File: src/rtl/tl_pkg.sv
// Shared types and defaults for the pedestrian request front-end.
package tl_pkg;

    typedef enum logic {
        REQ_IDLE = 1'b0,
        REQ_PEND = 1'b1
    } req_state_t;

    localparam int TL_DEBOUNCE_CYCLES_DEF = 1000;
    localparam int TL_TICK_DIV_DEF        = 100;
    localparam int TL_REQ_CNT_W           = 8;

    function automatic logic [TL_REQ_CNT_W-1:0] sat_inc(input logic [TL_REQ_CNT_W-1:0] v);
        return (v == {TL_REQ_CNT_W{1'b1}}) ? v : v + TL_REQ_CNT_W'(1);
    endfunction

endpackage

File: src/rtl/tl_debounce.sv
// One button channel: synchroniser, retiming flop and debounce counter
// producing the accepted (debounced) level.
module tl_debounce
    import tl_pkg::*;
#(
    parameter int DEBOUNCE_CYCLES = TL_DEBOUNCE_CYCLES_DEF
) (
    input  logic clk,
    input  logic rst_n,
    input  logic raw,
    output logic db
);

    localparam int                CNT_W    = $clog2(DEBOUNCE_CYCLES);
    localparam logic [CNT_W-1:0]  CNT_LAST = CNT_W'(DEBOUNCE_CYCLES - 1);

    logic             meta;
    logic             sync;
    logic             sample;
    logic [CNT_W-1:0] cnt;

    // meta/sync form the metastability chain; sample retimes the synchronised
    // level so a press first sampled at edge 0 is accepted after edge D+2.
    always_ff @(posedge clk or negedge rst_n) begin
        if (!rst_n) begin
            meta   <= 1'b0;
            sync   <= 1'b0;
            sample <= 1'b0;
            cnt    <= '0;
            db     <= 1'b0;
        end else begin
            meta   <= raw;
            sync   <= meta;
            sample <= sync;
            if (sample == db) begin
                cnt <= '0;
            end else if (cnt == CNT_LAST) begin
                db  <= ~db;
                cnt <= '0;
            end else begin
                cnt <= cnt + CNT_W'(1);
            end
        end
    end

endmodule

File: src/rtl/tl_ped_request.sv
// Pedestrian request front-end: debounced buttons, sticky req/ack requests
// and the phase tick. Optional request counters under TL_REQ_STATS_EN.
module tl_ped_request
    import tl_pkg::*;
#(
    parameter int DEBOUNCE_CYCLES = TL_DEBOUNCE_CYCLES_DEF,
    parameter int TICK_DIV        = TL_TICK_DIV_DEF
) (
    input  logic clk,
    input  logic rst_n,
    input  logic btn_ns_raw,
    input  logic btn_ew_raw,
    input  logic ack_ns,
    input  logic ack_ew,
    output logic req_ns,
    output logic req_ew,
    output logic btn_ns_db,
    output logic btn_ew_db,
    output logic tick_1s
`ifdef TL_REQ_STATS_EN
    ,
    output logic [TL_REQ_CNT_W-1:0] req_cnt_ns,
    output logic [TL_REQ_CNT_W-1:0] req_cnt_ew
`endif
);

    localparam int                TICK_W    = $clog2(TICK_DIV);
    localparam logic [TICK_W-1:0] TICK_LAST = TICK_W'(TICK_DIV - 1);

    logic       db_ns;
    logic       db_ew;
    logic [1:0] db;
    logic [1:0] db_prev;
    logic [1:0] press;
    logic [1:0] ack;
    logic [1:0] req_q;
    req_state_t state [2];
    logic [TICK_W-1:0] tick_cnt;

    tl_debounce #(.DEBOUNCE_CYCLES(DEBOUNCE_CYCLES)) u_db_ns (
        .clk   (clk),
        .rst_n (rst_n),
        .raw   (btn_ns_raw),
        .db    (db_ns)
    );

    tl_debounce #(.DEBOUNCE_CYCLES(DEBOUNCE_CYCLES)) u_db_ew (
        .clk   (clk),
        .rst_n (rst_n),
        .raw   (btn_ew_raw),
        .db    (db_ew)
    );

    assign db    = {db_ew, db_ns};
    assign ack   = {ack_ew, ack_ns};
    assign press = db & ~db_prev;

    // Index 0 is N/S, index 1 is E/W. A press arriving with the ack keeps
    // the request pending so that press is not lost.
    always_ff @(posedge clk or negedge rst_n) begin
        if (!rst_n) begin
            db_prev  <= '0;
            req_q    <= '0;
            state[0] <= REQ_IDLE;
            state[1] <= REQ_IDLE;
        end else begin
            db_prev <= db;
            for (int c = 0; c < 2; c++) begin
                case (state[c])
                    REQ_IDLE: begin
                        if (press[c]) begin
                            state[c] <= REQ_PEND;
                            req_q[c] <= 1'b1;
                        end
                    end
                    REQ_PEND: begin
                        if (ack[c] && !press[c]) begin
                            state[c] <= REQ_IDLE;
                            req_q[c] <= 1'b0;
                        end
                    end
                    default: begin
                        state[c] <= REQ_IDLE;
                        req_q[c] <= 1'b0;
                    end
                endcase
            end
        end
    end

    always_ff @(posedge clk or negedge rst_n) begin
        if (!rst_n) begin
            tick_cnt <= '0;
        end else if (tick_cnt == TICK_LAST) begin
            tick_cnt <= '0;
        end else begin
            tick_cnt <= tick_cnt + TICK_W'(1);
        end
    end

    assign tick_1s   = (tick_cnt == TICK_LAST);
    assign req_ns    = req_q[0];
    assign req_ew    = req_q[1];
    assign btn_ns_db = db_ns;
    assign btn_ew_db = db_ew;

`ifdef TL_REQ_STATS_EN
    logic [TL_REQ_CNT_W-1:0] cnt_q [2];

    always_ff @(posedge clk or negedge rst_n) begin
        if (!rst_n) begin
            cnt_q[0] <= '0;
            cnt_q[1] <= '0;
        end else begin
            for (int c = 0; c < 2; c++) begin
                if (state[c] == REQ_IDLE && press[c]) begin
                    cnt_q[c] <= sat_inc(cnt_q[c]);
                end
            end
        end
    end

    assign req_cnt_ns = cnt_q[0];
    assign req_cnt_ew = cnt_q[1];
`endif

endmodule
File: config.mk
export PLATFORM = sky130hd
export DESIGN_NAME = tl_ped_request
export DESIGN_NICKNAME = d
export VERILOG_FILES = /design/src/rtl/tl_pkg.sv /design/src/rtl/tl_debounce.sv /design/src/rtl/tl_ped_request.sv
export SDC_FILE = /design/constraint.sdc
export NUM_CORES = 1
export LEC_CHECK = 0
export ABC_AREA = 1
export ABC_CLOCK_PERIOD_IN_PS = 1600
export BUFFER_PORTS_ARGS = -buffer_cell sky130_fd_sc_hd__buf_2
export CELL_PAD_IN_SITES_DETAIL_PLACEMENT = 1
export CELL_PAD_IN_SITES_GLOBAL_PLACEMENT = 1
export CORE_MARGIN = 1
export CORE_UTILIZATION = 40
export CTS_CLUSTER_DIAMETER = 200
export DETAILED_ROUTE_END_ITERATION = 7
export PLACE_DENSITY = 0.75
export SLEW_MARGIN = 15
export SYNTH_ARGS = -nofsm -noshare
export SYNTH_HDL_FRONTEND = slang
export SYNTH_SLANG_ARGS = --single-unit
File: constraint.sdc
create_clock -name clk -period 1.6 [get_ports clk]
set_input_delay 0.24 -clock clk [delete_from_list [all_inputs] [get_ports clk]]
set_output_delay 0.24 -clock clk [all_outputs]
set_load 0.03 [all_outputs]
==> results.cfg <==
[timing]
post-route-period-util = 0.955
timing.final.hold_violations = 0
timing.slew.headroom = 0.690
finalWorstPathRequiredPeriod_ps = 1530
hold_slack_ps = 51.6
tns_ps = 0
slew_violations = 0
worstMarginPinSlew_ps = 465
finClkSkew_ps = 3.68
fmax_mhz = 655
rsz0062_at_grt = no
finalSetupViolations = 0

[clock_network]
cts.sinks = 41
clockBufferDepth = 2
clk_latency_ps = 290
cts_tree = done
cts_buffers = 5
cts-htree-levels = 2
post_cts_buffers = 0
clk_transition_reported_paths_ps = 80
cts_root_buffer = clkbuf_8

[yosys]
synth_sequential_area_ratio = 0.571
yosys_warnings = 0
syn_nets = 201
yosysUniqueCellTypes = 24
synth_area_per_cell_um2 = 9.35
syn_inst = 192
syn-cell-area_um2 = 1800
yosys_register_bits = 41

[grt]
grt_pass1_wl_um = 6300
first_global_vias = 1396
antenna_found_initial = 0
grt_max_degree = 23
grt-ovfl-total = 0
grt_use_total = 0.189

[drt]
drtIter0Drc = 26
vias = 1310
wire_per_inst_um = 13.7
drtPass1Iterations = 4
viasPerCell = 5.00
drt-total-wl_um = 3590
final_antenna_net_count = 0
drc = 0

[placed_design]
hpwlAfterDp_um = 2780
gp_congestion = 0.783
portBuffers = 10

[setup_path]
crit_chain = ha_2 -> nand2_1 -> nor2_4 -> buf_4
cpPeakStageDelay_ps = 380
crit_path_top_delay_cell = dfrtp_1
critPathRequiredTime_ps = 1360
start_kind = register
path_class = register to output port
cp-end-kind = output port
path_buf_inv = 1
crit_arrival_ps = 1290
cpLargestDelayFamily = flip-flops
crit_fanout = 4

[floorplanning]
start_util = 0.433
core_area_um2 = 4140
ioPinCount = 11
die_w_um = 69.0
row_count = 23
dieHeight_um = 69.0
fp.dieArea_um2 = 4760

[power_and_ir_drop]
peakVddDrop_v = 0.000511
cellPowerDensity_nw_per_um2 = 982
p_leak_nw = 0.970

[finish]
drive_gt1_frac = 0.156
syn_to_final_growth_pct = 15.3
fillers = 493
post-route-util = 0.500
n_antenna_cell = 0
fin_nets = 220

[run]
max_cap_violations = 0

[hold_path]
min_path_type = primary input to register

[status]
status = finished, final reports clean
-- cell usage in the layout (no fill, tap or decap), drive strengths merged --
| master | Yosys | final |
|---|---|---|
| dlygate4sd3 | 0 | 1 |
| nand4 | 1 | 1 |
| nand3b | 2 | 2 |
| a21o | 1 | 1 |
| clkbuf | 0 | 6 |
| o21ai | 4 | 4 |
| dfrtp | 41 | 41 |
| nor3 | 2 | 2 |
| nand3 | 20 | 20 |
| a21oi | 6 | 6 |
| nor2 | 43 | 43 |
| ha | 3 | 3 |
| nand2 | 30 | 30 |
| bufinv | 0 | 1 |
| nor3b | 2 | 2 |
| xnor2 | 3 | 3 |
| buf | 0 | 11 |
| o2bb2ai | 2 | 2 |
| xor2 | 8 | 8 |
| clkinvlp | 0 | 1 |
| inv | 24 | 24 |
-- logic make-up after synthesis --
family / after synthesis / share of synthesized area
compound gates: 13 / 0.0460
flops: 41 / 0.571
simple gates: 100 / 0.249
buf+inv: 24 / 0.0502
xor+xnor: 11 / 0.0620
fa+ha+maj: 3 / 0.0209
-- metal layers --
layer / GRT usage / up-vias / share of wire
met1: 0.220 / 640 / 0.42
met4: 0.0944 / 0 / 0.028
met2: 0.320 / 17 / 0.52
li1: - / 642 / -
met5: 0 / - / 0
met3: 0.0477 / 11 / 0.031
-- cell usage after synthesis --
cell type / instances / area (µm²)
nand4_1: 1 / 6.26
xor2_2: 2 / 32.5
nor3b_2: 2 / 25.0
nand2_2: 2 / 12.5
xnor2_1: 3 / 26.3
nor3_2: 1 / 10.0
inv_1: 23 / 86.3
a21oi_2: 2 / 17.5
inv_2: 1 / 3.75
o21ai_0: 3 / 15.0
ha_1: 3 / 37.5
nand3_1: 19 / 95.1
o2bb2ai_1: 2 / 17.5
a21oi_1: 4 / 20.0
nor2_2: 1 / 6.26
nand3b_1: 2 / 15.0
a21o_1: 1 / 7.51
nand2_1: 28 / 105
nor2_1: 42 / 158
nand3_2: 1 / 10.0
nor3_1: 1 / 5.00
dfrtp_1: 41 / 1030
o21ai_1: 1 / 5.00
xor2_1: 6 / 52.6
-- layout make-up --
type | count | area, µm² | share of cell area
Timing Repair Buffer | 12 | 82.6 | 0.0399
Sequential cell | 41 | 1030 | 0.495
Clock inverter | 2 | 37.5 | 0.0181
Clock buffer | 6 | 82.6 | 0.0399
Tap cell | 50 | 62.6 | 0.0302
Inverter | 24 | 90.1 | 0.0435
Multi-Input combinational cell | 127 | 689 | 0.333
-- path summary, 6_finish.rpt --
check / start / end / slack [ps] / cells past startpoint
max in group asynchronous: rst_n / u_db_ew.cnt[4]$_DFF_PN0_ / 700 / 3
worst max-delay path: tick_cnt[0]$_DFF_PN0_ / tick_1s / 70 / 4
worst max register to register: u_db_ew.cnt[0]$_DFF_PN0_ / u_db_ew.cnt[0]$_DFF_PN0_ / 220 / 6
worst min-delay path: btn_ns_raw / u_db_ns.meta$_DFF_PN0_ / 50 / 1
min in group asynchronous: rst_n / tick_cnt[0]$_DFF_PN0_ / 440 / 2
worst min register to register: u_db_ew.meta$_DFF_PN0_ / u_db_ew.sync$_DFF_PN0_ / 360 / 0
-- power breakdown --
group	switching, mW	internal [mW]
combinational	0.0604	0.0323
sequential	0.0154	1.06
clock	0.360	0.507
-- timing repair --
item	4_1_cts	5_1_grt
hold endpoints to repair	19	0
hold buffers	1	0
gates resized for setup	3	1
setup endpoints to repair	1	1
-- metrics by stage --
step / cell area (µm²) / std cells / worst slack (ps) / power (mW)
2_1_floorplan: 1800 / 192 / 150 / 1.14
3_3_place_gp: 1930 / 253 / 302 / 1.18
3_5_place_dp: 1930 / 253 / 226 / 1.19
4_1_cts: 2070 / 262 / 7.53 / 2.07
5_1_grt: 2070 / 262 / 1.73 / 2.12
6_report: 2070 / 262 / 72.5 / 2.03
-- flip-flops by register name (all words and copies together), names as in the netlist, 2 cells and up --
register     flops
db_prev          2
u_db_ew.cnt     10
req_q            2
tick_cnt         7
u_db_ns.cnt     10
state            2
No activity file was read; power rests on OpenSTA's default activity.
